==> src/rtl/switch_pkg.sv <==
// Shared switch-integration package: port count, counter widths and the
// packet_counter FSM state encodings.
package switch_pkg;

    localparam int unsigned NPORT = 4;
    localparam int unsigned CNT_W = 5;
    localparam int unsigned IDX_W = 2;
    localparam int unsigned ST_W  = 2;

    localparam logic [ST_W-1:0] ST_RESET  = 2'd0;
    localparam logic [ST_W-1:0] ST_INIT   = 2'd1;
    localparam logic [ST_W-1:0] ST_IDLE   = 2'd2;
    localparam logic [ST_W-1:0] ST_ACTIVE = 2'd3;

endpackage

==> src/rtl/packet_counter_if.sv <==
// Observation/query bus of packet_counter: FIFO pop/empty taps, read request
// and read response. master drives the taps and requests, slave is the counter.
interface packet_counter_if #(
    parameter int unsigned NPORT = switch_pkg::NPORT,
    parameter int unsigned CNT_W = switch_pkg::CNT_W,
    parameter int unsigned IDX_W = switch_pkg::IDX_W
);
    logic                         init;
    logic [NPORT-1:0]             pop;
    logic [NPORT-1:0]             empty;
    logic                         req;
    logic [IDX_W-1:0]             idx;
    logic [CNT_W-1:0]             counter_out;
    logic                         valid;
    logic                         idle;
    logic [switch_pkg::ST_W-1:0]  state;

    modport master (
        output init, pop, empty, req, idx,
        input  counter_out, valid, idle, state
    );

    modport slave (
        input  init, pop, empty, req, idx,
        output counter_out, valid, idle, state
    );
endinterface

==> src/rtl/port_counter.sv <==
// One per-port packet counter with synchronous clear. Wraps by default;
// saturates at all-ones when PACKET_COUNTER_SATURATE_EN is defined.
module port_counter #(
    parameter int unsigned CNT_W = switch_pkg::CNT_W
) (
    input  logic             clk,
    input  logic             reset,
    input  logic             clr,
    input  logic             inc,
    output logic [CNT_W-1:0] count
);

    always_ff @(posedge clk or negedge reset) begin
        if (!reset) begin
            count <= '0;
        end else if (clr) begin
            count <= '0;
        end else if (inc) begin
`ifdef PACKET_COUNTER_SATURATE_EN
            if (count != {CNT_W{1'b1}}) begin
                count <= count + CNT_W'(1);
            end
`else
            count <= count + CNT_W'(1);
`endif
        end
    end

endmodule

==> src/rtl/packet_counter.sv <==
// Per-port drained-packet statistics for the output FIFOs with a registered
// read port. Optional saturation via PACKET_COUNTER_SATURATE_EN.
module packet_counter #(
    parameter int unsigned NPORT = switch_pkg::NPORT,
    parameter int unsigned CNT_W = switch_pkg::CNT_W
) (
    input  logic             clk,
    input  logic             reset,
    packet_counter_if.slave  bus
);
    import switch_pkg::*;

    logic [ST_W-1:0]  state_q;
    logic [ST_W-1:0]  state_d;
    logic             idle_q;
    logic [CNT_W-1:0] rd_data_q;
    logic             rd_valid_q;

    logic [NPORT-1:0] hit_c;
    logic [NPORT-1:0] inc_c;
    logic             run_c;
    logic             clr_c;
    logic             rd_en_c;
    logic             drained_c;

    logic [CNT_W-1:0] cnt [NPORT];

    // A pop only counts when the FIFO actually had data to give.
    assign hit_c     = bus.pop & ~bus.empty;
    assign run_c     = (state_q == ST_IDLE) || (state_q == ST_ACTIVE);
    assign drained_c = (&bus.empty) && !(|bus.pop);
    // init clears at the same edge it moves the FSM to INIT, even from ACTIVE.
    assign clr_c     = bus.init || (state_q == ST_INIT);
    assign inc_c     = (run_c && !bus.init) ? hit_c : '0;
    assign rd_en_c   = bus.req && run_c && !bus.init;

    always_ff @(posedge clk or negedge reset) begin
        if (!reset) begin
            state_q <= ST_RESET;
            idle_q  <= 1'b0;
        end else begin
            state_q <= state_d;
            idle_q  <= (state_d == ST_IDLE);
        end
    end

    always_comb begin
        state_d = state_q;
        if (bus.init) begin
            state_d = ST_INIT;
        end else begin
            case (state_q)
                ST_INIT:   state_d = ST_IDLE;
                ST_IDLE:   state_d = (|hit_c) ? ST_ACTIVE : ST_IDLE;
                ST_ACTIVE: state_d = drained_c ? ST_IDLE : ST_ACTIVE;
                default:   state_d = ST_IDLE;
            endcase
        end
    end

    // Read register samples the pre-increment count of the same edge.
    always_ff @(posedge clk or negedge reset) begin
        if (!reset) begin
            rd_data_q  <= '0;
            rd_valid_q <= 1'b0;
        end else begin
            rd_valid_q <= rd_en_c;
            if (rd_en_c) begin
                rd_data_q <= cnt[bus.idx];
            end
        end
    end

    for (genvar i = 0; i < NPORT; i++) begin : g_port
        port_counter #(.CNT_W(CNT_W)) u_cnt (
            .clk   (clk),
            .reset (reset),
            .clr   (clr_c),
            .inc   (inc_c[i]),
            .count (cnt[i])
        );
    end

    assign bus.state       = state_q;
    assign bus.idle        = idle_q;
    assign bus.counter_out = rd_data_q;
    assign bus.valid       = rd_valid_q;

endmodule
==> src/flat_wrapper.sv <==
// flat-port wrapper written by rule: the top's interface ports become plain ports
module packet_counter_flat import switch_pkg::*;
#(
    parameter int unsigned NPORT = switch_pkg::NPORT,
    parameter int unsigned CNT_W = switch_pkg::CNT_W
)
  (clk, reset, bus_init, bus_pop, bus_empty, bus_req, bus_idx, bus_counter_out, bus_valid, bus_idle, bus_state);
  packet_counter_if #(.NPORT(NPORT), .CNT_W(CNT_W)) bus_i ();
  input  logic clk;
  input  logic reset;
  input wire logic [$bits(bus_i.init)-1:0] bus_init;
  input wire logic [$bits(bus_i.pop)-1:0] bus_pop;
  input wire logic [$bits(bus_i.empty)-1:0] bus_empty;
  input wire logic [$bits(bus_i.req)-1:0] bus_req;
  input wire logic [$bits(bus_i.idx)-1:0] bus_idx;
  output wire logic [$bits(bus_i.counter_out)-1:0] bus_counter_out;
  output wire logic [$bits(bus_i.valid)-1:0] bus_valid;
  output wire logic [$bits(bus_i.idle)-1:0] bus_idle;
  output wire logic [$bits(bus_i.state)-1:0] bus_state;
  assign bus_i.init = bus_init;
  assign bus_i.pop = bus_pop;
  assign bus_i.empty = bus_empty;
  assign bus_i.req = bus_req;
  assign bus_i.idx = bus_idx;
  assign bus_counter_out = bus_i.counter_out;
  assign bus_valid = bus_i.valid;
  assign bus_idle = bus_i.idle;
  assign bus_state = bus_i.state;
  packet_counter #(.NPORT(NPORT), .CNT_W(CNT_W)) u_core (.clk(clk), .reset(reset), .bus(bus_i));
endmodule
==> config.mk <==
export PLATFORM = sky130hd
export DESIGN_NAME = packet_counter_flat
export DESIGN_NICKNAME = d
export VERILOG_FILES = /design/src/rtl/switch_pkg.sv /design/src/rtl/packet_counter_if.sv /design/src/rtl/port_counter.sv /design/src/rtl/packet_counter.sv /design/src/flat_wrapper.sv
export SDC_FILE = /design/constraint.sdc
export NUM_CORES = 1
export LEC_CHECK = 0
export BUFFER_PORTS_ARGS = -buffer_cell sky130_fd_sc_hd__buf_2
export CAP_MARGIN = 20
export CORE_MARGIN = 3
export CORE_UTILIZATION = 49
export DETAILED_ROUTE_END_ITERATION = 8
export GPL_ROUTABILITY_DRIVEN = 0
export PLACE_DENSITY = 0.81
export SYNTH_ARGS = -nofsm -noshare
export SYNTH_HDL_FRONTEND = slang
export SYNTH_SLANG_ARGS = --single-unit
==> constraint.sdc <==
create_clock -name clk -period 1.23 [get_ports clk]
set_clock_uncertainty 0.1 [all_clocks]
set_input_delay 0.246 -clock clk [delete_from_list [all_inputs] [get_ports clk]]
set_output_delay 0.246 -clock clk [all_outputs]
set_load 0.03 [all_outputs]
==> impl_metrics.yaml, run 1 <==
outcome:
  status: "finished with violations"
  violations: "negative setup slack"
final_layout:
  fin_nets: 198
  fin_area_mm2: 0.00210
  num_antenna_cells: 0
  fin_cells: 211
  final_cell_mix: "buf_4, dfrtp_1, buf_2, xor2_1, buf_6"
  layout-drive-gt1-share_pct: 55.8
  area_delta_synth_final_pct: 47.5
  layout_commonest_cell: "buf_4"
setup_path:
  worstSetupPathDepth: 5
  end_kind: "register"
  critPathKind: "reg2reg"
  r2r_start: "u_core.g_port[0].u_cnt.count[0]"
  worstPathRequired_ps: 1360
  r2r-end: "u_core.g_port[0].u_cnt.count[4]"
  worst_setup_path_start_kind: "register"
  path_max_fanout: 3
  arrival_ps: 1570
  critical_path.cell_chain: "buf_4 -> ha_1 -> nand4_1 -> xor2_1 -> nor2_1"
  path_delay_family: "flip-flops"
  critPathLaunch: "u_core.g_port[0].u_cnt.count[0]"
  path_buf_inv: 1
  crit_slowest_cell: "dfrtp_1"
  worstSetupEndpoint: "u_core.g_port[0].u_cnt.count[4]"
  rrSetupSlack_ps: -210
  rr_worst_depth: 5
  slowest_delay_ps: 410
detailed_routing:
  vias: 1183
  vias_per_cell: 5.61
  wire_per_inst_um: 19.3
  drtIter0Drc: 52
  drt-pass1-iter-count: 4
  wl_mm: 4.07
  drc: 0
  ant_nets: 0
sta:
  period_needed_ps: 1440
  tightest_slew_ps: 369
  final_max_slew_viol_count: 0
  rsz0062_at_grt: "yes"
  post-route-period-util_pct: 117
  setup_ws_ps: -206
  setup_tns_ps: -3700
  setup_viol: 33
  hold_viol_final: 0
  slew_headroom_pct: 75.4
  max_freq_ghz: 0.696
placement:
  placed_cell_area_mm2: 0.00174
  dpl.cell_count: 189
  pre_cts_slack_ps: -220
  io_buffers: 22
  dp_hpwl_mm: 2.29
global_routing:
  grtUsageTotal_pct: 21.1
  grt_first_pass_wirelength_mm: 5.39
  grt_pass1_vias: 1158
  antenna_found_initial: 0
  grt_overflow: 0
  grt_max_degree: 30
flow_run:
  drv_cap: 0
logic_synthesis:
  ys_seq_area_share_pct: 51.0
  synth_nets: 134
  yosysWarningCount: 0
  netlist_area_mm2: 0.00142
  avgSynthCellArea_um2: 12.3
  synth_cells: 116
  synth-seq-cells: 29
  synth.distinct_cells: 23
floorplanning:
  die_y_um: 59.9
  die-area_mm2: 0.00359
  coreArea_mm2: 0.00261
  start_util_pct: 54.5
  die_w_um: 59.9
  ios: 23
  rows: 18
worst_hold_path:
  hp-class: "in2reg"
clock_network:
  cts_made_buffers: 5
  clk_pin_slew_ps: 100
  cts.htree.levels: 2
  cts-root-buf: "clkbuf_4"
  clk_path_buf_depth: 2
  cts_tree: "done"
  worstSkewPairLatency_ps: 340
  cts.sinks: 29
pwr:
  power_leakage_nw: 1.05
  irDropWorstVdd_v: 0.000956
  powerDensity_mw_per_mm2: 917
[metrics by stage]
stage               total power [mW]  utilization [%]  hold WS (ps)
detailed placement              1.19             66.6           167
floorplan                       1.10                -          -150
global placement                1.18             66.6           162
CTS                             1.86             74.4          32.9
global route                    1.98             80.4          65.1
finish                          1.92             80.4          63.4
[sequential cells by signal (all words and copies together), names as in the netlist]
name and count:
u_core.bus.counter_out 5, u_core.bus.idle 1, u_core.bus.state 2, u_core.bus.valid 1, u_core.g_port.u_cnt.count 20
[layer usage]
metal  GRT usage (%)  up-vias  wire length, µm
met2            36.1       33             2060
met3            5.62       12              171
met5               0        -                0
met4            7.91        0               98
met1            25.3      597             1740
li1                -      541                -
[cell type report]
cell class                      instances  area [µm²]
Multi-Input combinational cell         77         768
Sequential cell                        29         728
Fill cell                             137         513
Timing Repair Buffer                   60         469
Clock buffer                            7        65.1
Tap cell                               30        37.5
Inverter                                7        26.3
Clock inverter                          1        5.00
[synthesized netlist by cell type, drive strengths merged]
cell / count / area, µm²
dfrtp: 29 / 726
nor2: 17 / 63.8
xor2: 12 / 105
nand4: 9 / 56.3
mux2: 8 / 90.1
inv: 7 / 26.3
mux4: 5 / 113
and4bb: 4 / 50.1
ha: 4 / 50.1
nand2: 4 / 15.0
a22o: 3 / 26.3
buf: 3 / 21.3
o22ai: 2 / 12.5
a31o: 1 / 8.76
a31oi: 1 / 6.26
and4: 1 / 8.76
mux2i: 1 / 10.0
nand3: 1 / 5.00
nor2b: 1 / 6.26
o21ai: 1 / 8.76
or3: 1 / 6.26
xnor2: 1 / 8.76
[worst min path at each step]
stage | startpoint | endpoint | slack (ps) | depth (start not counted)
detailed placement | reset | u_core.bus.idle | 170 | 2
floorplan | reset | u_core.bus.counter_out[0] | -150 | 0
global placement | reset | u_core.bus.idle | 160 | 2
CTS | bus_init | u_core.bus.idle | 30 | 2
finish | bus_init | u_core.bus.idle | 60 | 2
global route | bus_init | u_core.bus.idle | 70 | 2
[logic make-up (layout without fill, tap and decap cells)]
family,Yosys count,count (layout),synth area share [%]
XOR/XNOR,13,13,8.00
multiplexers,14,14,14.9
flip-flops,29,29,51.0
AND/OR/NAND/NOR,38,38,14.9
adder cells (fa/ha/maj),4,4,3.52
AO/OA/AOI/OAI,8,8,4.39
buffers and inverters,10,75,3.34
[report_power, final]
group	switching, mW	leakage [nW]	internal [mW]
registers	0.0144	0.395	0.969
clock network	0.357	0.0413	0.331
logic	0.136	0.610	0.118
[what timing repair did]
item | 4_1_cts | 5_1_grt
cloned | 0 | 0
hold buffers | 1 | 0
gates resized for setup | 23 | 30
buffers inserted | 7 | 7
pin swaps | 10 | 6
endpoints found under the hold margin | 29 | 0
endpoints found under the setup margin | 31 | 35
Note: power is estimated with default switching activity, not from simulation.
==> run 2: changes to the inputs <==
Settings changed: CORE_UTILIZATION 49 to 50, PLACE_DENSITY 0.81 to 0.82, SYNTH_HIERARCHICAL from default to 1.
==> run 2 against run 1 <==
  * The run still ends with negative setup slack left
  * Largest power group unchanged
  * Clock power down 0.7%
  * Highest routed layer unchanged
  * Global-route usage up 3.7 points
  * Sequential share of layout area down 3.2 points
  * Synthesized area up 7.1%
  * Critical path depth down 1
  * Register-to-register slack about the same
  * Sequential power down 0.8%
  * Cell count up 12%
==> impl_metrics.yaml, run 2 <==
global_routing:
  antenna_found_initial: 0
  grt_max_degree: 30
  grt_overflow: 0
  grt_first_pass_wirelength_mm: 6.52
  grtUsageTotal_pct: 24.8
  grt_pass1_vias: 1389
setup_path:
  r2r-end: "u_core/g_port[2].u_cnt/count[3]"
  r2r_start: "u_core/bus.state[1]"
  worst_setup_path_start_kind: "register"
  critPathKind: "reg2reg"
  arrival_ps: 1570
  critPathLaunch: "u_core/bus.state[1]"
  end_kind: "register"
  path_max_fanout: 6
  rr_worst_depth: 4
  worstPathRequired_ps: 1360
  rrSetupSlack_ps: -220
logic_synthesis:
  synthTopCellsByArea: "dfrtp_1, mux4_2, nor2_1"
  synth_common_cells: "dfrtp_1, nor2_1, nand4_1, nor2b_1"
  synth_edf_count: 0
  synth_nets: 147
  avgSynthCellArea_um2: 11.8
  synth_cells: 129
  ys_seq_area_share_pct: 47.6
  synth_top_area_share_pct: 47.6
  yosysWarningCount: 6
  synth.most_common_cell: "dfrtp_1"
  synth_area_leader_cell: "dfrtp_1"
  synthFlopType: "dfrtp_1"
  netlist_area_mm2: 0.00153
  synth.distinct_cells: 25
  synth-seq-cells: 29
  async_reset_ff_share_pct: 100
sta:
  tightest_slew_ps: 374
  final_max_slew_viol_count: 0
  setup_viol: 29
  setup_ws_ps: -216
  post-route-period-util_pct: 118
  slew_headroom_pct: 75.0
  hold_viol_final: 0
  max_freq_ghz: 0.692
  fin_hold_ws_ps: 41.8
  rsz0062_at_grt: "yes"
  period_needed_ps: 1450
final_layout:
  largest_register_ff_count: 20
  layout-drive-gt1-share_pct: 57.3
  layout_commonest_cell: "buf_4"
  fin_cells: 237
  fin_util_pct: 81.8
  num_antenna_cells: 0
  largest-register: "u_core/g_port.u_cnt/count"
  fin_nets: 223
  fin_area_mm2: 0.00231
  area_delta_synth_final_pct: 51.7
  final_cell_mix: "buf_4, dfrtp_1, buf_6, buf_2, nor2_1"
  fill_cells: 150
clock_network:
  clk_path_buf_depth: 2
  cts-root-buf: "clkbuf_4"
  clk_pin_slew_ps: 100
  worstSkewPairLatency_ps: 330
  cts.htree.levels: 2
  cts.sinks: 29
  cts_made_buffers: 5
  cts_tree: "done"
floorplanning:
  ios: 23
  die_w_um: 61.2
  start_util_pct: 53.9
  coreArea_mm2: 0.00283
  rows: 19
  die_y_um: 61.2
  die-area_mm2: 0.00375
worst_hold_path:
  hold_path.startpoint: "bus_init"
  hp-class: "in2reg"
  hold_depth: 2
  hold_end: "u_core/bus.state[1]"
detailed_routing:
  drc: 0
  drtIter0Drc: 84
  vias: 1392
  ant_nets: 0
  wl_mm: 4.62
  drt-pass1-iter-count: 4
  wire_per_inst_um: 19.5
  vias_per_cell: 5.87
pwr:
  seqPwrFrac_pct: 50.0
  powerDensity_mw_per_mm2: 844
  swShare_pct: 26.4
  p_int_mw: 1.44
  power_leakage_nw: 1.15
  finalPower_mw: 1.95
  switchingPower_mw: 0.516
  irDropWorstVdd_v: 0.000671
  power_frac_clock_pct: 35.0
  combPwrFrac_pct: 15.0
outcome:
  violations: "negative setup slack"
  status: "finished with violations"
flow_run:
  drv_cap: 0
placement:
  dp_hpwl_mm: 2.66
  placed_cell_area_mm2: 0.00190
  dpl.cell_count: 209
  io_buffers: 22
[run 2: cell types whose count changed in the layout (fill, tap and decap cells not counted), sizes merged, moves of 4 or more]
cell | before | now
inv | 7 | 3
nand3b | 0 | 4
and4bb | 4 | 0
a21bo | 0 | 4
mux2 | 8 | 13
nor2b | 1 | 9
buf | 59 | 72
a21oi | 0 | 4
xor2 | 12 | 0
[run 2: through the flow]
| step | setup TNS (ps) | worst slack, ps |
|---|---|---|
| 2_1_floorplan | -3130 | -285 |
| 3_3_place_gp | -4540 | -238 |
| 3_5_place_dp | -5300 | -289 |
| 4_1_cts | -3250 | -209 |
| 5_1_grt | -5240 | -261 |
| 6_report | -4020 | -216 |
[run 2: cell families after synthesis]
kind of cell	Yosys count	share of synthesized area [%]
AOI/OAI and AO/OA	12	5.41
adders and majority gates	4	3.28
and+or+nand+nor	50	17.4
xor gates and xnor gates	4	2.30
DFF	29	47.6
muxes	22	20.6
buffers and inverters	8	3.45
[run 2: repair_timing]
action / 4_1_cts / 5_1_grt
hold endpoints to repair: 29 / 0
endpoints found under the setup margin: 32 / 35
setup buffers: 10 / 8
gates resized for setup: 25 / 26
pin swaps: 8 / 2
gates cloned: 1 / 0
hold buffers: 1 / 0
[run 2: worst max-delay path, stage by stage (launching register included)]
cell and delay [ps]:
dfrtp_2 450, nand2_2 140, nor2_4 160, nand4_1 170, mux2_4 340
[run 2: worst max path at each step]
stage                                      endpoint  slack (ps)
floorplan           u_core/g_port[0].u_cnt/count[4]        -290
global placement    u_core/g_port[3].u_cnt/count[4]        -240
detailed placement  u_core/g_port[1].u_cnt/count[3]        -290
CTS                                    bus_state[1]        -210
global route        u_core/g_port[2].u_cnt/count[3]        -260
finish              u_core/g_port[2].u_cnt/count[3]        -220
[run 2: power groups by stage]
stage,registers [mW],clock network (mW),logic [mW]
floorplan,1.01,0,0.0827
global placement,0.992,0,0.183
detailed placement,0.993,0,0.190
CTS,0.976,0.676,0.248
global route,0.978,0.731,0.312
finish,0.976,0.683,0.293
[run 2: area by class of cell]
class / instances / area (µm²) / share of cell area [%]
Inverter: 3 / 16.3 / 0.703
Timing Repair Buffer: 73 / 594 / 25.7
Sequential cell: 29 / 728 / 31.5
Tap cell: 31 / 38.8 / 1.68
Multi-Input combinational cell: 93 / 866 / 37.4
Clock buffer: 7 / 65.1 / 2.81
Clock inverter: 1 / 5.00 / 0.216
[run 2: per-layer routing]
layer	part of all wire, %	track usage, %
met1	38	29.3
met2	54	42.1
met3	3.9	6.71
met4	4.7	10.8
met5	0	0
